### config.mk
export PLATFORM = sky130hd
export DESIGN_NAME = npc_exec_ctrl
export DESIGN_NICKNAME = d
export VERILOG_FILES = /design/src/rtl/npc_pkg.sv /design/src/rtl/npc_mem_wait_timer.sv /design/src/rtl/npc_exec_ctrl.sv
export SDC_FILE = /design/constraint.sdc
export NUM_CORES = 1
export LEC_CHECK = 0
export ABC_AREA = 1
export ABC_CLOCK_PERIOD_IN_PS = 3900
export BUFFER_PORTS_ARGS = -buffer_cell sky130_fd_sc_hd__buf_2
export CAP_MARGIN = 30
export CORE_UTILIZATION = 30
export DETAILED_ROUTE_END_ITERATION = 7
export GPL_TIMING_DRIVEN = 0
export SKIP_CTS_REPAIR_TIMING = 1
export SYNTH_ARGS = -nofsm -noshare
export SYNTH_HDL_FRONTEND = slang
export SYNTH_SLANG_ARGS = --single-unit
### constraint.sdc
create_clock -name clk -period 3.9 [get_ports clk]
set_input_delay 0.585 -clock clk [delete_from_list [all_inputs] [get_ports clk]]
set_output_delay 0.585 -clock clk [all_outputs]
set_load 0.02 [all_outputs]
### src/rtl/npc_pkg.sv
`default_nettype none
// ============================================================================
// Module      : npc_pkg
// Description : Shared types and constants for the npc execution sequencer:
//               FSM state encoding, reset pc default, memory bus field
//               widths and timeout counter width.
// Revision    : 1.0 - initial release
// ============================================================================
package npc_pkg;

    localparam int ADDR_W  = 32;
    localparam int DATA_W  = 32;
    localparam int MASK_W  = 4;
    localparam int TIMER_W = 8;

    localparam logic [ADDR_W-1:0] RESET_PC_DEFAULT = 32'h8000_0000;

    typedef enum logic [3:0] {
        ST_RST_HOLD = 4'd0,
        ST_IF_REQ   = 4'd1,
        ST_IF_WAIT  = 4'd2,
        ST_EX       = 4'd3,
        ST_MEM_REQ  = 4'd4,
        ST_MEM_WAIT = 4'd5,
        ST_WB       = 4'd6,
        ST_HALT     = 4'd7,
        ST_ERR      = 4'd8
    } state_e;

endpackage
`default_nettype wire

### src/rtl/npc_mem_wait_timer.sv
`default_nettype none
// ============================================================================
// Module      : npc_mem_wait_timer
// Description : Response timeout counter shared by the fetch and data wait
//               states. Cleared when a request is accepted, counts every
//               wait cycle, and flags the wait cycle in which the count
//               reaches TIMEOUT.
// Ports       : clk, rst      - clock, asynchronous active-high reset
//               i_clr         - request accepted; restart the count
//               i_inc         - a wait state is active this cycle
//               o_expired     - this wait cycle is the TIMEOUT-th one
// Revision    : 1.0 - initial release
// ============================================================================
module npc_mem_wait_timer
    import npc_pkg::*;
#(
    parameter int unsigned TIMEOUT = 255
) (
    input  logic clk,
    input  logic rst,
    input  logic i_clr,
    input  logic i_inc,
    output logic o_expired
);

    // count_q holds the number of wait cycles already completed, so the
    // cycle in which it equals TIMEOUT-1 is the TIMEOUT-th wait cycle.
    localparam logic [TIMER_W-1:0] C_LAST = TIMER_W'(TIMEOUT - 1);

    logic [TIMER_W-1:0] count_q;
    logic [TIMER_W-1:0] count_d;

    assign o_expired = i_inc && (count_q == C_LAST);

    always_comb begin
        count_d = count_q;
        if (i_clr) begin
            count_d = '0;
        end else if (i_inc && !o_expired) begin
            count_d = count_q + 1'b1;
        end
    end

    always_ff @(posedge clk or posedge rst) begin
        if (rst) begin
            count_q <= '0;
        end else begin
            count_q <= count_d;
        end
    end

endmodule
`default_nettype wire

### src/rtl/npc_exec_ctrl.sv
`default_nettype none
// ============================================================================
// Module      : npc_exec_ctrl
// Description : Multi-cycle sequencer for the npc core. Owns the pc and the
//               single memory port: fetch, execute, optional load/store,
//               then commit of pc and register-file write.
// Ports       : clk, rst                   - clock, async active-high reset
//               mem_req_* / mem_resp_*     - shared valid/ready memory port
//               inst, pc                   - latched instruction, current pc
//               dec_*, next_pc, mem_addr,
//               store_data, store_mask     - decoder / datapath inputs
//               rf_wen, wb_sel_mem,
//               load_data, retire          - write-back control
//               halted, bus_error          - terminal status flags
// Revision    : 1.0 - initial release
// ============================================================================
module npc_exec_ctrl
    import npc_pkg::*;
#(
    parameter logic [ADDR_W-1:0] RESET_PC = RESET_PC_DEFAULT,
    parameter int unsigned       TIMEOUT  = 255
) (
    input  logic              clk,
    input  logic              rst,
    output logic              mem_req_valid,
    input  logic              mem_req_ready,
    output logic [ADDR_W-1:0] mem_req_addr,
    output logic              mem_req_wen,
    output logic [DATA_W-1:0] mem_req_wdata,
    output logic [MASK_W-1:0] mem_req_wmask,
    input  logic              mem_resp_valid,
    input  logic [DATA_W-1:0] mem_resp_rdata,
    input  logic              mem_resp_err,
    output logic [DATA_W-1:0] inst,
    output logic [ADDR_W-1:0] pc,
    input  logic              dec_load,
    input  logic              dec_store,
    input  logic              dec_rf_wen,
    input  logic              dec_halt,
    input  logic [ADDR_W-1:0] next_pc,
    input  logic [ADDR_W-1:0] mem_addr,
    input  logic [DATA_W-1:0] store_data,
    input  logic [MASK_W-1:0] store_mask,
    output logic              rf_wen,
    output logic              wb_sel_mem,
    output logic [DATA_W-1:0] load_data,
    output logic              retire,
    output logic              halted,
    output logic              bus_error
);

    state_e            state_q;
    state_e            state_d;
    logic [ADDR_W-1:0] pc_q;
    logic [ADDR_W-1:0] pc_d;
    logic [DATA_W-1:0] inst_q;
    logic [DATA_W-1:0] inst_d;
    logic [DATA_W-1:0] load_data_q;
    logic [DATA_W-1:0] load_data_d;

    logic w_req_fire;
    logic w_in_wait;
    logic w_resp_ok;
    logic w_resp_bad;
    logic w_timeout;

    assign w_req_fire = mem_req_valid && mem_req_ready;
    // Responses are only looked at while a wait state is active, so stray
    // or post-reset responses can never disturb the sequencer.
    assign w_in_wait  = (state_q == ST_IF_WAIT) || (state_q == ST_MEM_WAIT);
    assign w_resp_ok  = w_in_wait && mem_resp_valid && !mem_resp_err;
    assign w_resp_bad = w_in_wait && mem_resp_valid && mem_resp_err;

    npc_mem_wait_timer #(
        .TIMEOUT (TIMEOUT)
    ) u_timer (
        .clk       (clk),
        .rst       (rst),
        .i_clr     (w_req_fire),
        .i_inc     (w_in_wait),
        .o_expired (w_timeout)
    );

    // ------------------------------------------------------------------
    // State register and datapath registers
    // ------------------------------------------------------------------
    always_ff @(posedge clk or posedge rst) begin
        if (rst) begin
            state_q     <= ST_RST_HOLD;
            pc_q        <= RESET_PC;
            inst_q      <= '0;
            load_data_q <= '0;
        end else begin
            state_q     <= state_d;
            pc_q        <= pc_d;
            inst_q      <= inst_d;
            load_data_q <= load_data_d;
        end
    end

    // ------------------------------------------------------------------
    // Next-state logic. A valid response takes priority over the timeout
    // firing in the same cycle.
    // ------------------------------------------------------------------
    always_comb begin
        state_d = state_q;
        case (state_q)
            ST_RST_HOLD: state_d = ST_IF_REQ;
            ST_IF_REQ:   if (w_req_fire) state_d = ST_IF_WAIT;
            ST_IF_WAIT: begin
                if (w_resp_ok)                     state_d = ST_EX;
                else if (w_resp_bad || w_timeout)  state_d = ST_ERR;
            end
            ST_EX: begin
                if (dec_halt)                      state_d = ST_HALT;
                else if (dec_load || dec_store)    state_d = ST_MEM_REQ;
                else                               state_d = ST_WB;
            end
            ST_MEM_REQ:  if (w_req_fire) state_d = ST_MEM_WAIT;
            ST_MEM_WAIT: begin
                if (w_resp_ok)                     state_d = ST_WB;
                else if (w_resp_bad || w_timeout)  state_d = ST_ERR;
            end
            ST_WB:       state_d = ST_IF_REQ;
            ST_HALT:     state_d = ST_HALT;
            ST_ERR:      state_d = ST_ERR;
            default:     state_d = ST_ERR;
        endcase
    end

    always_comb begin
        pc_d        = pc_q;
        inst_d      = inst_q;
        load_data_d = load_data_q;
        if (state_q == ST_WB) begin
            pc_d = next_pc;
        end
        if ((state_q == ST_IF_WAIT) && w_resp_ok) begin
            inst_d = mem_resp_rdata;
        end
        // Store responses carry no useful data and must not clobber the
        // last load value.
        if ((state_q == ST_MEM_WAIT) && w_resp_ok && dec_load) begin
            load_data_d = mem_resp_rdata;
        end
    end

    // ------------------------------------------------------------------
    // Output logic. Request fields are pure functions of state and the
    // stable decode inputs, so they hold until the handshake completes.
    // ------------------------------------------------------------------
    always_comb begin
        mem_req_valid = 1'b0;
        mem_req_addr  = '0;
        mem_req_wen   = 1'b0;
        mem_req_wdata = '0;
        mem_req_wmask = '0;
        rf_wen        = 1'b0;
        wb_sel_mem    = 1'b0;
        retire        = 1'b0;
        halted        = 1'b0;
        bus_error     = 1'b0;
        case (state_q)
            ST_IF_REQ: begin
                mem_req_valid = 1'b1;
                mem_req_addr  = pc_q;
            end
            ST_EX: begin
                retire = dec_halt;
            end
            ST_MEM_REQ: begin
                mem_req_valid = 1'b1;
                mem_req_addr  = mem_addr;
                mem_req_wen   = dec_store;
                mem_req_wdata = store_data;
                mem_req_wmask = dec_store ? store_mask : '0;
            end
            ST_WB: begin
                rf_wen     = dec_rf_wen && !dec_store;
                wb_sel_mem = dec_load;
                retire     = 1'b1;
            end
            ST_HALT: halted    = 1'b1;
            ST_ERR:  bus_error = 1'b1;
            default: ;
        endcase
    end

    assign inst      = inst_q;
    assign pc        = pc_q;
    assign load_data = load_data_q;

endmodule
`default_nettype wire

==> reports/results.tsv <==
stage	metric	value	unit
status	status	complete, no violations	
grt	grt_util_met2	0.341	
final_layout	fin_util	0.439	
grt	grt_start_max_net_pins	70	
hold_path	hold_class	in2async	
placement	pre_cts_ws	1.54	ns
clock_network	cts_sinks	108	
floorplanning	dieArea	17900	um^2
final_layout	drive_gt1_frac	0.368	
logic_synthesis	synth_top_area_frac	0.515	
critical_path	cp-end-kind	output pin	
critical_path	crit_fanout	10	
placement	gp_congestion	0.853	
logic_synthesis	synth_common_cells	nand2_1, inv_1, dfrtp_1	
logic_synthesis	yosys.area.top_type	dfrtp_1	
logic_synthesis	synth_edf_count	0	
floorplanning	die_h	134	um
logic_synthesis	ys_async_sr_fraction	1.00	
route	drt_iter0_drc	189	
clock_network	cts-root-buf	clkbuf_16	
logic_synthesis	ys_types	28	
timing	clock_skew	0.0148	ns
placement	placed_cells	1185	
logic_synthesis	synth_seq_cells	108	
route	routed_wl	17800	um
route	drtPass1Iterations	4	
critical_path	criticalPathCategory	reg2out	
clock_network	cts.clk_slew.worst_paths	0.08	ns
logic_synthesis	synth_xor_area_frac	0.00842	
grt	antenna_found_initial	5	
clock_network	clk_path_buf_depth	2	
final_layout	synthToLayoutAreaGrowth	41.6	%
route	drcViolationCount	0	
logic_synthesis	synth_top_family_by_area	simple AND/OR/NAND/NOR gates	
grt	met1_usage	0.234	
critical_path	critPathBufInv	2	
floorplanning	core_region_area	16800	um^2
logic_synthesis	synth_flop_cell	dfrtp_1	
logic_synthesis	syn_area_per_cell	7.97	um^2
grt	overflow	0	
route	wire_per_inst	14.8	um
grt	grt_pass1_vias	4989	
grt	grt_util_all_layers	0.196	
critical_path	regToRegStartpoint	state_q[2]	
critical_path	start_kind	register	
logic_synthesis	syn_area	5200	um^2
clock_network	clkLatencyLatePin	0.35	ns
final_layout	final_cell_area	7360	um^2
logic_synthesis	yosys.area_share.simple	0.197	
grt	busiest_layer	met2	
floorplanning	die_w	134	um
critical_path	reg2reg_to	u_timer.count_q[6]	
logic_synthesis	synth_area_leaders	dfrtp_1, nand2_1, inv_1	
logic_synthesis	synthAdderAreaFrac	0.00481	
timing	finalHoldViolations	0	
timing	final_max_slew_viol_count	0	
timing	slew_headroom	0.613	
power_and_ir_drop	p_per_area	304	nW/um^2
floorplanning	rows	47	
route	via_per_inst	4.33	
grt	grt.met3_usage	0.0537	
critical_path	critical_path_required	3.31	ns
floorplanning	start_util	0.310	
logic_synthesis	yosys_warnings	0	
timing	period_share	0.704	
timing	max_freq	0.364	GHz
logic_synthesis	syn-num-nets	796	
logic_synthesis	synth.mux.area_fraction	0	
placement	io_buffers	311	
critical_path	crit_start	state_q[2]	
clock_network	htreeDepth	3	
critical_path	cp_slowest_cell	dfrtp_1	
placement	place_hpwl	14200	um
logic_synthesis	ys_seq_area_frac	0.520	
logic_synthesis	synthCells	653	
grt	grt_pass1_wl	26700	um
floorplanning	ios	312	
logic_synthesis	synth_compound_area_frac	0.151	
final_layout	fin_nets	1119	
critical_path	rr_worst_depth	8	
critical_path	r2r_slack	2.18	ns
critical_path	path_delay_family	simple AND/OR/NAND/NOR gates	
flow_run	cap_violations	0	
route	via_count	5215	
clock_network	tritoncts	done	
route	postRouteAntennaNets	0	
timing	min_period	2.75	ns
timing	fin_hold_ws	0.273	ns
final_layout	layout.cells.non_filler	1203	
critical_path	crit_end	mem_req_addr[1]	
timing	finalSetupViolations	0	
placement	postPlaceCellArea	7060	um^2
timing	rsz0062_at_grt	false	
critical_path	cp.depth	5	
power_and_ir_drop	leakagePower	4.43	nW
timing	fin_ws	1.15	ns
logic_synthesis	synth.most_common_cell	nand2_1	
critical_path	max_stage_delay	0.43	ns
critical_path	path_cells	nor2_1 -> nand3_2 -> clkbuf_1 -> o21ai_0 -> buf_2	
critical_path	arrival	2.16	ns
timing	worst_slew_pin_slew	0.580	ns
power_and_ir_drop	peakVddDrop	0.000162	V
clock_network	cts_buffers	9	
[metrics by stage]
stage | setup TNS (ns) | power [mW]
floorplan | 0 | 1.24
global placement | -106.62 | 1.35
detailed placement | 0 | 1.35
CTS | 0 | 2.27
global route | 0 | 2.33
finish | 0 | 2.24
[power by group]
| group | total [mW] | internal, mW | switching [mW] |
|---|---|---|---|
| clock network | 0.915 | 0.477 | 0.437 |
| registers | 1.14 | 1.14 | 0.00834 |
| logic | 0.182 | 0.0766 | 0.105 |
| total | 2.24 | 1.69 | 0.551 |
[flip-flops by register name (all words and copies together), names as in the netlist]
| name | cells |
|---|---|
| state_q | 4 |
| u_timer.count_q | 8 |
| inst | 32 |
| pc | 32 |
| load_data | 32 |
[routing by layer]
layer,up-vias,share of wire,wire length (um)
met4,0,0.020,351
met3,19,0.068,1210
li1,2644,-,-
met5,-,0,0
met1,2356,0.42,7410
met2,196,0.50,8860
[final cells by class]
class                   count  area (um^2)
fillers                  1787         9400
flip-flops and latches    108         2700
multi-input cells         396         1880
repair buffers            312         1580
inverters                 119          449
well taps                 220          275
clock buffers              11          253
plain buffers              30          173
clock inverters             5         42.5
diodes                      2         5.00
[cells by family after synthesis]
group / after synthesis
buffers and inverters: 149
AO/OA/AOI/OAI: 139
adder cells (fa/ha/maj): 2
XOR/XNOR: 5
flip-flops: 108
AND/OR/NAND/NOR: 250
[worst min path at each step]
stage / depth (start not counted) / slack [ns] / end
after floorplan: 2 / 0.46 / u_timer.count_q[6]
after global placement: 2 / 0.46 / inst[18]
after detailed placement: 2 / 0.47 / inst[29]
after CTS: 2 / 0.29 / pc[21]
after global routing: 2 / 0.31 / pc[21]
final: 2 / 0.27 / pc[21]
[cells in the final DEF, fill, tap and decap left out]
cell	count
nor2_8	1
o2111ai_1	1
nor2_1	82
buf_16	1
nand3_2	1
a21oi_1	33
o21a_1	32
buf_6	6
xnor2_1	2
nand2_4	1
dfstp_2	1
clkbuf_1	12
nor3_1	1
nor3b_1	1
dfrtp_1	107
clkinv_2	1
nand2_2	5
inv_2	2
nand4_1	2
clkinv_4	2
xor2_1	3
diode_2	2
nor2_4	2
nand3_1	13
inv_6	1
ha_1	2
clkbuf_16	9
nand2_1	141
inv_8	1
a21boi_0	1
inv_4	1
o21ai_2	1
o22ai_1	1
o21ai_0	70
buf_2	323
inv_1	116
clkbuf_8	2
No activity file was read; power rests on OpenSTA's default activity.
